File: config.mk
export PLATFORM = sky130hd
export DESIGN_NAME = frame_sequencer
export DESIGN_NICKNAME = d
export VERILOG_FILES = /design/src/rtl/frame_sequencer.sv
export SDC_FILE = /design/constraint.sdc
export NUM_CORES = 1
export LEC_CHECK = 0
export ABC_AREA = 1
export CAP_MARGIN = 0
export CELL_PAD_IN_SITES_DETAIL_PLACEMENT = 1
export CELL_PAD_IN_SITES_GLOBAL_PLACEMENT = 1
export CORE_ASPECT_RATIO = 1.1
export CORE_MARGIN = 1
export CORE_UTILIZATION = 28
export DETAILED_ROUTE_END_ITERATION = 8
export PLACE_DENSITY_LB_ADDON = 0.1
export REMOVE_ABC_BUFFERS = 1
export SLEW_MARGIN = 20
export SYNTH_ARGS = -nofsm -noshare
export SYNTH_HDL_FRONTEND = slang
export SYNTH_SLANG_ARGS = --single-unit
File: constraint.sdc
create_clock -name clk -period 3.93 [get_ports clk]
set_input_delay 0.5895 -clock clk [delete_from_list [all_inputs] [get_ports clk]]
set_output_delay 0.5895 -clock clk [all_outputs]
set_load 0.02 [all_outputs]
File: src/rtl/frame_sequencer.sv
// frame_sequencer: per-frame controller for the senone-scoring datapath.
//
// Sequence per frame: wait for a feature vector, kick the GDP controller,
// buffer every senone score, normalise the buffer against the frame maximum,
// then stream the normalised scores to the data UART one number at a time.
//
// Ports
//   clk, reset            system clock, asynchronous active-high reset
//   rx_available          pulse: new feature vector in the UART rx buffer
//   gdp_idle              GDP controller idle
//   score_ready           pulse: senone_idx / senone_score valid
//   senone_idx            index of the current score
//   senone_score          signed score
//   last_senone           qualifies score_ready: final senone of the frame
//   best_score            running maximum from the max unit
//   tx_busy               UART transmitting (rises the cycle after start_tx)
//   new_vector_available  pulse: start the GDP controller
//   max_clear             pulse: reset the max unit
//   start_tx / tx_num     pulse + number to transmit
//   state_o               0=IDLE 1=PROC 2=NORM 3=SEND
//   frame_done            pulse after the last number of a frame is sent
//   overrun               sticky: rx_available seen while busy or GDP not idle
//   idx_err               sticky: bad senone index or score count mismatch
//   timeout_err           sticky: PROC watchdog expired (SEQ_TIMEOUT_EN only)
//
// Build option: define SEQ_TIMEOUT_EN to add the PROC watchdog and timeout_err.

module frame_sequencer #(
    parameter int unsigned N_SENONES      = 10,
    parameter int unsigned SCORE_W        = 16,
    parameter int unsigned TIMEOUT_CYCLES = 1000000
) (
    input  logic                      clk,
    input  logic                      reset,
    input  logic                      rx_available,
    input  logic                      gdp_idle,
    input  logic                      score_ready,
    input  logic [7:0]                senone_idx,
    input  logic signed [SCORE_W-1:0] senone_score,
    input  logic                      last_senone,
    input  logic signed [SCORE_W-1:0] best_score,
    input  logic                      tx_busy,
    output logic                      new_vector_available,
    output logic                      max_clear,
    output logic                      start_tx,
    output logic signed [SCORE_W-1:0] tx_num,
    output logic [1:0]                state_o,
    output logic                      frame_done,
    output logic                      overrun,
    output logic                      idx_err
`ifdef SEQ_TIMEOUT_EN
    ,
    output logic                      timeout_err
`endif
);

    if (N_SENONES < 2 || N_SENONES > 255 || TIMEOUT_CYCLES < 1) begin : g_bad_params
        $error("frame_sequencer: parameter out of range");
    end

    localparam int unsigned IDX_W  = $clog2(N_SENONES);
    localparam logic [8:0]  N_CNT  = 9'(N_SENONES);
    localparam logic [8:0]  N_LAST = 9'(N_SENONES - 1);

    localparam logic signed [SCORE_W-1:0] SAT_MAX = {1'b0, {(SCORE_W-1){1'b1}}};
    localparam logic signed [SCORE_W-1:0] SAT_MIN = {1'b1, {(SCORE_W-1){1'b0}}};

    typedef enum logic [2:0] {
        StIdle,
        StProc,
        StNorm,
        StSendIssue,
        StSendWaitHi,
        StSendWaitLo
    } state_e;

    state_e state_q, state_d;

    logic [8:0]                count_q;  // valid scores written this frame
    logic [8:0]                pos_q;    // NORM step (0 = latch bref) or SEND index
    logic signed [SCORE_W-1:0] bref_q;
    logic signed [SCORE_W-1:0] score_buf [N_SENONES];

    logic nva_d, max_clear_d, start_tx_d, frame_done_d;
    logic idx_ok, score_hit, frame_end, send_last, timeout_hit;

    logic [IDX_W-1:0]          wr_idx;
    logic [IDX_W-1:0]          norm_idx;
    logic [IDX_W-1:0]          send_idx;
    logic signed [SCORE_W:0]   diff;
    logic signed [SCORE_W-1:0] norm_val;

    assign idx_ok    = ({1'b0, senone_idx} < N_CNT);
    assign score_hit = (state_q == StProc) && score_ready;
    assign frame_end = score_hit && last_senone;
    assign send_last = (pos_q == N_LAST);

    assign wr_idx   = senone_idx[IDX_W-1:0];
    assign norm_idx = IDX_W'(pos_q - 9'd1);
    assign send_idx = IDX_W'(pos_q);

    // One extra bit so the difference never wraps before saturation.
    always_comb begin
        diff     = {score_buf[norm_idx][SCORE_W-1], score_buf[norm_idx]}
                 - {bref_q[SCORE_W-1], bref_q};
        norm_val = diff[SCORE_W-1:0];
        if (diff[SCORE_W] != diff[SCORE_W-1]) begin
            norm_val = diff[SCORE_W] ? SAT_MIN : SAT_MAX;
        end
    end

`ifdef SEQ_TIMEOUT_EN
    localparam int unsigned     TO_W    = $clog2(TIMEOUT_CYCLES + 1);
    localparam logic [TO_W-1:0] TO_LAST = TO_W'(TIMEOUT_CYCLES - 1);

    logic [TO_W-1:0] to_cnt_q;

    // Fires on the TIMEOUT_CYCLES-th consecutive PROC cycle without a score.
    assign timeout_hit = (state_q == StProc) && !score_ready && (to_cnt_q == TO_LAST);

    always_ff @(posedge clk or posedge reset) begin
        if (reset) begin
            to_cnt_q    <= '0;
            timeout_err <= 1'b0;
        end else begin
            if (state_q != StProc || score_ready) begin
                to_cnt_q <= '0;
            end else begin
                to_cnt_q <= to_cnt_q + TO_W'(1);
            end
            if (timeout_hit) begin
                timeout_err <= 1'b1;
            end
        end
    end
`else
    assign timeout_hit = 1'b0;
`endif

    // State register
    always_ff @(posedge clk or posedge reset) begin
        if (reset) begin
            state_q <= StIdle;
        end else begin
            state_q <= state_d;
        end
    end

    // Next-state logic
    always_comb begin
        state_d = state_q;
        unique case (state_q)
            StIdle: begin
                if (rx_available && gdp_idle) state_d = StProc;
            end
            StProc: begin
                if (frame_end) begin
                    state_d = StNorm;
                end else if (timeout_hit) begin
                    state_d = StIdle;
                end
            end
            StNorm: begin
                if (pos_q == N_CNT) state_d = StSendIssue;
            end
            StSendIssue: begin
                if (!tx_busy) state_d = StSendWaitHi;
            end
            StSendWaitHi: begin
                if (tx_busy) state_d = StSendWaitLo;
            end
            StSendWaitLo: begin
                if (!tx_busy) state_d = send_last ? StIdle : StSendIssue;
            end
            default: state_d = StIdle;
        endcase
    end

    // Output logic: next values of the registered pulses, and the state code
    always_comb begin
        nva_d        = (state_q == StIdle) && rx_available && gdp_idle;
        max_clear_d  = nva_d || timeout_hit;
        start_tx_d   = (state_q == StSendIssue) && !tx_busy;
        frame_done_d = (state_q == StSendWaitLo) && !tx_busy && send_last;
        state_o      = 2'd0;
        unique case (state_q)
            StIdle:                                  state_o = 2'd0;
            StProc:                                  state_o = 2'd1;
            StNorm:                                  state_o = 2'd2;
            StSendIssue, StSendWaitHi, StSendWaitLo: state_o = 2'd3;
            default:                                 state_o = 2'd0;
        endcase
    end

    // Control registers and registered outputs
    always_ff @(posedge clk or posedge reset) begin
        if (reset) begin
            count_q              <= '0;
            pos_q                <= '0;
            bref_q               <= '0;
            tx_num               <= '0;
            new_vector_available <= 1'b0;
            max_clear            <= 1'b0;
            start_tx             <= 1'b0;
            frame_done           <= 1'b0;
            overrun              <= 1'b0;
            idx_err              <= 1'b0;
        end else begin
            new_vector_available <= nva_d;
            max_clear            <= max_clear_d;
            start_tx             <= start_tx_d;
            frame_done           <= frame_done_d;

            if (rx_available && (state_q != StIdle || !gdp_idle)) begin
                overrun <= 1'b1;
            end

            if (nva_d) begin
                count_q <= '0;
            end else if (score_hit && idx_ok) begin
                count_q <= count_q + 9'd1;
            end

            if (score_hit && !idx_ok) begin
                idx_err <= 1'b1;
            end
            // count_q has not yet absorbed the current score
            if (frame_end && (count_q + 9'd1 != N_CNT)) begin
                idx_err <= 1'b1;
            end

            if (frame_end) begin
                pos_q <= '0;
            end else if (state_q == StNorm) begin
                pos_q <= (pos_q == N_CNT) ? 9'd0 : pos_q + 9'd1;
            end else if (state_q == StSendWaitLo && !tx_busy && !send_last) begin
                pos_q <= pos_q + 9'd1;
            end

            // The max unit has registered the final score by NORM cycle 0.
            if (state_q == StNorm && pos_q == 9'd0) begin
                bref_q <= best_score;
            end

            if (start_tx_d) begin
                tx_num <= score_buf[send_idx];
            end
        end
    end

    // Score buffer: contents are don't-care after reset, so it has no reset.
    always_ff @(posedge clk) begin
        if (score_hit && idx_ok) begin
            score_buf[wr_idx] <= senone_score;
        end else if (state_q == StNorm && pos_q != 9'd0) begin
            score_buf[norm_idx] <= norm_val;
        end
    end

endmodule

**Word-level counts from Yosys, hierarchy flattened**

Memory sizes are Yosys's and may differ from the RTL's. A register that Yosys moved wholly into a read port is not among the register bits.
Cells that the tools add are included.

- Div/mod/pow operators: 0
- $lt $le $gt $ge: 1
- Shifts and indexed selects: 0
- Bitwise logic cells: 0
- Equal/unequal tests: 15
- $add $sub $neg: 4
- Multiply operators: 0
- Muxes and demuxes: 27
- Reduce and logical (&&, ||, !) cells: 30

Operators with widths:

| kind | count |
|---|---|
| $mux 9 | 6 |
| $mux 16 | 3 |
| $add 9x1->9 const B | 2 |
| $eq 9x4->1 const B | 2 |
| $mux 3 | 6 |
| $pmux 3 s6 | 1 |
| $sub 16x16->17 | 1 |
| $reduce_or 16->1 | 1 |
| $logic_and 1x1->1 | 15 |
| $ne 2x2->1 const B | 6 |
| $logic_not 9->1 | 1 |
| $ne 9x4->1 const B | 1 |
| $reduce_bool 9->1 | 1 |
| $lt 8x4->1 const B | 1 |
| $mux 1 | 8 |
| $eq 3x2->1 const B | 2 |
| $eq 3x3->1 const B | 2 |
| $pmux 2 s3 | 1 |
| $reduce_and 6->1 | 1 |
| $reduce_bool 3->1 | 2 |
| $logic_not 1->1 | 4 |
| $mux 4 | 1 |
| $reduce_bool 2->1 | 2 |
| $sub 4x1->4 const B | 1 |
| 6 further kinds | 6 |

- Output and inout port bits: 24
- Input port bits: 47
- Latch bits: 0
- Memories kept: 1
- RAM bits: 160
- Word-level logic and storage cells: 87
- ROM bits: 0
- Register bits after elaboration: 42

Memories:

| memory | depth | bits a word | read ports | clocked after Yosys merged registers in | wr ports | RTL line | RTL |
|---|---|---|---|---|---|---|---|
| score_buf | 10 | 16 | 2 | 1 | 1 | 82 | `logic signed [SCORE_W-1:0] score_buf [N_SENONES];` |

**Longest topological paths before layout**

Gate-level depths: netlist of run 1.

- Depth after elaboration: 7
- Depth in mapped cells: 26
- Mapped depth without buffers: 22

**Worst setup path before layout of run 1**

No wires, ideal clock.

- Path kind: register to register
- From: register pos_q[0]
- To: memory score_buf[0][2], data pin
- Path slack: -0.177 ns
- Path buffers: 4
- Arrival time: 3.861 ns
- Stages on the path, launching flop included: 26
- Cell sequence: dfrtp_1 > inv_2 > clkbuf_1 > clkbuf_1 > ha_1 > buf_1 > a21oi_1 > o21ai_0 > o21ai_0 > nor2_1 > o21ai_0 > inv_1 > ha_1 > fa_1 > inv_1 > nand2_1 > nand2_1 > nand3_2 > nand2_2 > nand2_2 > nand3_1 > nand2_1 > nand2_2 > buf_8 > nand2_2 > a21oi_1

- Cells in the longest elaborated chain, start to end: 7
- Elaborated cells on any way between the ends: 13
- Those cells by class: add/sub (2); eq/ne (1); mux (6); reduce/logical (3); memory (1)

RTL lines:

| what | RTL line | RTL |
|---|---|---|
| from (decl) | 80 | `logic [8:0] pos_q;` |
| from (signal assigned) | 235 | `pos_q <= (pos_q == N_CNT) ? 9'd0 : pos_q + 9'd1;` |
| from (signal assigned) | 237 | `pos_q <= pos_q + 9'd1;` |
| branches (longest 6 deep; another with $sub 16x16->17) | -- |  |
| $mux 16 (no source line) * | -- |  |
| to (decl) | 82 |  |

Mark *: on every way between the ends.

**Worst setup path in the final report of run 1**

- From: register pos_q[0]
- To: memory score_buf[2][7], data pin

The elaborated chain is that of the path after synthesis.

==> results of run 1 <==
==> state kept, by name (all words and copies together) (netlist names) <==
name	count
state_q	3
max_clear	1
tx_num	16
idx_err	1
pos_q	9
frame_done	1
bref_q	16
score_buf	160
count_q	9
overrun	1
start_tx	1
==> placed cells by master (no fill, tap or decap), types with 4 or more instances in the layout <==
| cell type | instances |
|---|---|
| nand2_1 | 281 |
| edfxtp_1 | 160 |
| o21ai_0 | 146 |
| nor2_1 | 127 |
| a21oi_1 | 107 |
| inv_1 | 106 |
| buf_4 | 105 |
| clkdlybuf4s50_1 | 70 |
| dfrtp_1 | 57 |
| nand3_1 | 47 |
| nand2_2 | 35 |
| clkbuf_16 | 33 |
| o22ai_1 | 23 |
| a21oi_2 | 21 |
| ha_1 | 15 |
| inv_2 | 14 |
| a31oi_1 | 14 |
| nor2_2 | 13 |
| xor2_1 | 13 |
| buf_12 | 13 |
| clkinv_2 | 11 |
| buf_6 | 11 |
| nand3_2 | 8 |
| o311ai_2 | 8 |
| o21ai_1 | 7 |
| nor2_4 | 6 |
| nand4_1 | 6 |
| nand2_4 | 5 |
| nor3_1 | 5 |
| ha_4 | 5 |
| clkbuf_1 | 5 |
| o311ai_1 | 4 |
| a21oi_4 | 4 |
| o21bai_1 | 4 |
| xnor2_1 | 4 |
| clkbuf_8 | 4 |
==> worst max-delay path by stage <==
| stage | endpoint | cells after the start | startpoint | slack, ns |
|---|---|---|---|---|
| 2_1_floorplan | score_buf[0][0] | 18 | pos_q[0] | -4.89 |
| 3_3_place_gp | score_buf[3][2] | 22 | pos_q[0] | -0.22 |
| 3_5_place_dp | score_buf[4][2] | 22 | pos_q[0] | -0.22 |
| 4_1_cts | score_buf[2][5] | 27 | pos_q[0] | 0.01 |
| 5_1_grt | score_buf[6][13] | 21 | pos_q[0] | -0.02 |
| 6_report | score_buf[2][7] | 24 | pos_q[0] | 0.17 |
==> per-stage QoR <==
stage               std cells   TNS, ns  hold WS, ns  utilization [%]  worst slack, ns
CTS                      2092         0        0.484             36.4           0.0141
finish                   2100         0        0.474             37.4            0.168
detailed placement       2037    -10.16        0.467             33.9           -0.221
global placement         2037     -6.21        0.460             33.9           -0.220
global route             2100    -0.161        0.509             37.4          -0.0182
floorplan                1282  -1463.98        0.485                -            -4.89
==> tightest hold or removal path: cells and delay by family, from the launching register on <==
family             cells  cell delay, ns
AOI/OAI and AO/OA      1            0.05
and+or+nand+nor        1            0.05
DFF                    1            0.34
==> routing by layer <==
metal	GRT usage [%]	vias to the layer above	part of all wire, %
met5	0	-	0
met4	5.32	0	2.2
met3	2.06	56	3.4
met2	34.4	173	47
met1	27.6	5137	47
li1	-	4938	-
==> logic make-up (layout without fill, tap and decap cells) <==
| family | Yosys count | count (layout) | share of synthesized area, % |
|---|---|---|---|
| AOI/OAI and AO/OA | 351 | 351 | 16.6 |
| adders and majority gates | 24 | 24 | 2.59 |
| DFF | 218 | 218 | 52.7 |
| and+or+nand+nor | 547 | 547 | 19.8 |
| xor gates and xnor gates | 18 | 18 | 1.33 |
| buffers and inverters | 197 | 381 | 6.91 |
| muxes | 1 | 1 | 0.0948 |
==> final cells by class <==
type	count	area [um^2]	share of cell area (%)
Inverter	123	468	3.01
Sequential cell	218	6260	40.3
Timing Repair Buffer	206	2060	13.3
Clock buffer	38	800	5.14
Tap cell	560	701	4.51
Multi-Input combinational cell	941	5160	33.2
Clock inverter	14	100	0.644
==> repair_timing <==
item | CTS | global route
endpoints found under the setup margin | 130 | 150
gates resized for setup | 19 | 69
pin swaps | 4 | 15
setup buffers | 2 | 4
gates cloned | 1 | 4
==> impl_metrics.tcl, run 1 <==
set metrics [dict create \
    slowest_stage "dfrtp_4" \
    yosys_register_bits 218 \
    crit_required_ns 4.23 \
    hold_buffers 0 \
    critPathMostFrequentCell "buf_4" \
    insertion_delay_ns 0.56 \
    clock.fmax_ghz 0.266 \
    grt_pass1_vias 10700 \
    layout-drive-gt1-share_pct 21.0 \
    min_to "idx_err" \
    fin_crit_sh_pct 95.7 \
    cts_tree "yes" \
    min_period_ns 3.76 \
    port_buffers 70 \
    hold_path_class "reg -> reg" \
    worst_hold_startpoint "idx_err" \
    worst_pin_slew_ns 0.802 \
    post-dp-hpwl_um 28500 \
    worst-path-buf-inv 10 \
    grt_max_degree 75 \
    cap_violations 0 \
    wire_per_inst_um 21.0 \
    fin_skew_ns 0.0122 \
    r2r_cells 24 \
    grt_overflow 0 \
    synth_edf_count 160 \
    criticalPathCategory "reg -> reg" \
    startpoint_type "register" \
    num_rows 78 \
    ys_types 52 \
    vias_per_cell 4.91 \
    ioPinCount 71 \
    yosysWarnings 0 \
    die_area_um2 43300 \
    yosys-top-cells-count "295 x nand2_1, 160 x edfxtp_1, 148 x o21ai_0" \
    slowest_delay_ns 0.42 \
    gp_congestion 0.783 \
    synth.most_common_cell "nand2_1" \
    grt_usage_pct 20.4 \
    finalHoldViolCount 0 \
    grt_antenna_before_repair 0 \
    drtAntennaViolNets 0 \
    setup-violations-final 0 \
    clk_path_buf_depth 3 \
    cts_made_buffers 28 \
    grt_pass1_wl_um 65300 \
    r2r-start "pos_q[0]" \
    syn_area_um2 11900 \
    cts.clk_slew.worst_paths_ns 0.06 \
    finalMaxSlewViolations 0 \
    firstDrtPassIters 4 \
    die_w_um 198 \
    drc 0 \
    synth_top_area_cell "edfxtp_1" \
    syn_inst 1356 \
    cts-root-buf "clkbuf_16" \
    path_cells "inv_4 -> buf_4 -> ha_4 -> xnor2_2 -> buf_6 -> clkbuf_16 -> o311ai_4 -> nand2_2 -> inv_1 -> ha_2 -> nand2_2 -> inv_1 -> nand2_1 -> nand2_1 -> a21oi_2 -> buf_4 -> nand3_1 -> nand2_2 -> nand2_4 -> buf_4 -> buf_4 -> nand2_4 -> a21oi_4 -> buf_12" \
    worstPathMaxFanout 10 \
    rr_endpoint "score_buf[2][7]" \
    synth_top_flop_cell "edfxtp_1" \
    ys_seq_area_share_pct 52.7 \
    min_path_cells 2 \
    coreArea_um2 41600 \
    htreeDepth 1 \
    critPathArrivalTime_ns 4.06 \
    routed_wl_um 44100 \
    syn_area_per_cell_um2 8.76 \
    antenna_cells 0 \
    drtIter0Drc 477 \
    critPathCaptureType "register" \
    cpLargestDelayFamily "buffers and inverters" \
    fillers 4813 \
    finalNetCount 1589 \
    slew_headroom_pct 46.4 \
    yosys-top-cells-area "edfxtp_1 40%, dfrtp_1 12%, nand2_1 9.3%" \
    start_util_pct 28.6 \
    rrSetupSlack_ns 0.17 \
    status "finished, final reports clean" \
    async_reset_ff_share_pct 26.6 \
    dr_total_vias 10300 \
    die_height_um 218 \
    area_growth_pct 30.9 \
    synth.top_cell.area_share_pct 40.4 \
    dpl-instance-area_um2 14100 \
    fin_area_um2 15600 \
    clkSinkCount 218 \
]
Power of run 1 is left out: the tool's default activity adds up to more than one toggle a clock period on the data nets, which glitch-free logic cannot reach.
==> run 2: changes to the inputs <==
Settings changed: ABC_AREA 1 to unset.
Clock period 3.93 ns to 3.94 ns, I/O delays scaled along.
==> run 2 against run 1 <==
  * The flow now finishes with violations (negative setup slack)
  * Sequential cell count stayed put
  * Area after synthesis fell by 6.4%
  * Clock-buffer cell count shrank 3
  * Cell count is 25% lower
  * Core utilization grew 1.5 points
  * Maximum frequency decreased by 8.0%
  * Final area is 2.0% lower
  * Via count down 22%
  * Critical path type unchanged
  * Critical endpoint is now score_buf[2][14]
  * Highest routed layer unchanged
==> impl_metrics.tcl, run 2 <==
set metrics [dict create \
    status "finished, violations left" \
    violations "negative setup slack" \
    yosys-top-cells-area "edfxtp_1 43%, dfrtp_1 13%, mux4_2 13%" \
    critPathCaptureType "register" \
    clock.fmax_ghz 0.245 \
    fin_ws_ns -0.148 \
    route.met3.wl_um 1530 \
    die_height_um 211 \
    routed_wl_um 37700 \
    syn_area_um2 11100 \
    most-common-layout-cells "160 x edfxtp_1, 108 x buf_4, 84 x nand2_1, 78 x o21ai_0, 70 x clkdlybuf4s50_1" \
    hold_buffers 0 \
    ys_seq_area_share_pct 56.3 \
    synth.most_common_cell "edfxtp_1" \
    criticalPathCategory "reg -> reg" \
    drc 0 \
    syn_area_per_cell_um2 13.1 \
    critPathMostFrequentCell "nor3_2" \
    synth_top_area_cell "edfxtp_1" \
    hold_slack_ns 0.436 \
    cts_tree "yes" \
    htreeDepth 1 \
    post-dp-hpwl_um 24100 \
    slew_headroom_pct 45.4 \
    synth.top_cell.area_share_pct 43.2 \
    cap_violations 0 \
    clk_path_buf_depth 3 \
    ys_types 58 \
    grt_pass1_wl_um 55100 \
    worstPathMaxFanout 10 \
    cts.clk_slew.worst_paths_ns 0.06 \
    yosys-top-cells-count "160 x edfxtp_1, 90 x nand2_1, 90 x o21ai_0" \
    yosys_register_bits 218 \
    setup-violations-final 145 \
    cpLargestDelayFamily "compound AO/OA/AOI/OAI gates" \
    fin_area_um2 15200 \
    drtAntennaViolNets 0 \
    finalMaxSlewViolations 0 \
    dr_total_vias 8044 \
    drt-met1-wl_um 16500 \
    antenna_cells 0 \
    firstDrtPassIters 4 \
    grt_max_degree 40 \
    slowest_stage "dfrtp_4" \
    yosysWarnings 0 \
    port_buffers 70 \
    crit_required_ns 4.20 \
    fin_crit_sh_pct 104 \
    finalHoldViolCount 0 \
    finalNetCount 1119 \
    largest_reg_flops 160 \
    num_rows 76 \
    start_util_pct 28.4 \
    layout-drive-gt1-share_pct 35.3 \
    worst_pin_slew_ns 0.818 \
    coreArea_um2 39200 \
    routed.top_layer "met4" \
    vias_per_cell 5.11 \
    route.met2.wl_um 18900 \
    area_growth_pct 37.0 \
    async_reset_ff_share_pct 26.6 \
    rsz0062_at_grt "yes" \
    synth_top_flop_cell "edfxtp_1" \
    slowest_delay_ns 0.47 \
    fin_skew_ns 0.0106 \
    fillers 4083 \
    insertion_delay_ns 0.55 \
    cts_made_buffers 26 \
    largest-register "score_buf" \
    path_cells "inv_4 -> ha_4 -> bufbuf_16 -> mux4_2 -> mux2i_1 -> a21oi_2 -> ha_1 -> nand3_4 -> nor3_2 -> o21a_1 -> buf_4 -> nor3_2 -> o211a_4 -> and2_4 -> a221o_1" \
    die_area_um2 40500 \
    final_common_cell "edfxtp_1" \
    drtIter0Drc 479 \
    clkSinkCount 218 \
    ioPinCount 71 \
    reg_top3 "score_buf: 160 flops, bref_q: 16 flops, tx_num: 16 flops" \
    critPathArrivalTime_ns 4.35 \
    dpl-instance-area_um2 13200 \
    grt_pass1_vias 8467 \
    cts-root-buf "clkbuf_16" \
    syn_inst 847 \
    gp_congestion 0.791 \
    grt_usage_pct 18.7 \
    worst-path-buf-inv 3 \
    wire_per_inst_um 23.9 \
    synth_edf_count 160 \
    grt_overflow 0 \
    hold_path_class "in -> async" \
    grt_antenna_before_repair 0 \
    startpoint_type "register" \
    die_w_um 192 \
    min_period_ns 4.09 \
]
[run 2: changes by cell type in the layout (fill, tap and decap cells not counted), sizes merged, moves of 32 or more]
cell / before / now
nor2: 146 / 32
nand2: 321 / 93
o21ai: 155 / 91
inv: 122 / 28
a21oi: 132 / 32
nand3: 55 / 14
mux2i: 0 / 32
mux4: 0 / 64
[run 2: cells by family (layout without fill, tap and decap cells)]
kind of cell | after synthesis | in the layout | share of synthesized area, %
flops | 218 | 218 | 56.3
simple gates | 209 | 212 | 8.87
compound gates | 188 | 196 | 10.3
mux | 115 | 115 | 17.8
buf+inv | 76 | 286 | 2.73
fa+ha+maj | 24 | 24 | 2.77
xor+xnor | 17 | 17 | 1.34
[run 2: cell type report]
cell class | count | area [um^2] | area share (%)
sequential | 218 | 6260 | 41.1
multi-input combinational | 564 | 5290 | 34.7
timing repair buffer | 210 | 2090 | 13.7
inverter | 28 | 108 | 0.706
clock inverter | 13 | 136 | 0.895
clock buffer | 35 | 726 | 4.76
tap | 507 | 634 | 4.16
[run 2: final timing paths]
check | endpoint | startpoint | cells after the start | slack [ns]
max | score_buf[2][14] | pos_q[0] | 15 | -0.15
min | bref_q[2] | reset | 2 | 0.44
max reg2reg | score_buf[2][14] | pos_q[0] | 15 | -0.15
min reg2reg | overrun | overrun | 1 | 0.46
max in group asynchronous | pos_q[0] | reset | 3 | 2.83
min in group clk | overrun | overrun | 1 | 0.46
[run 2: per-stage QoR]
step | worst slack (ns) | cells | setup TNS, ns | util [%]
after floorplan | -4.68 | 799 | -1258.68 | -
after global placement | -0.392 | 1479 | -46.98 | 33.7
after detailed placement | -0.488 | 1479 | -62.50 | 33.7
after CTS | -0.234 | 1554 | -24.63 | 37.3
after global routing | -0.258 | 1575 | -27.16 | 38.9
final | -0.148 | 1575 | -10.26 | 38.9
[run 2: worst reg2reg max path, delay by kind of cell, from the launching register on]
family	cells	cell delay (ns)
simple gates	4	0.68
flops	1	0.47
compound gates	4	0.97
fa+ha+maj	2	0.66
buf+inv	3	0.50
mux	2	0.52
[run 2: per-layer routing]
layer / vias to the layer above / GRT usage (%)
li1: 3665 / -
met1: 4162 / 25.1
met2: 175 / 31.5
met3: 42 / 2.72
met4: 0 / 4.91
met5: - / 0
[run 2: timing repair]
action	CTS	global route
setup buffers	20	16
pin swaps	20	46
setup endpoints to repair	160	160
gates cloned	8	6
resized for setup	53	99
Power of run 2 is left out for the same reason.
==> run 3: changes to the inputs <==
--- a/config.mk
+++ b/config.mk
@@ -13,4 +13,5 @@
 export CORE_UTILIZATION = 28
 export DETAILED_ROUTE_END_ITERATION = 8
+export HOLD_SLACK_MARGIN = 0.1
 export PLACE_DENSITY_LB_ADDON = 0.1
 export REMOVE_ABC_BUFFERS = 1
==> constraint.sdc (replaced) <==
create_clock -name clk -period 3.94 [get_ports clk]
set_input_delay 0.591 -clock clk [delete_from_list [all_inputs] [get_ports clk]]
set_output_delay 0.591 -clock clk [all_outputs]
set_load 0.1 [all_outputs]
==> results of run 3 <==
Same layout as run 2 (identical final DEF). Status: finished, violations left: negative setup slack.
Power of run 3 is left out for the same reason.
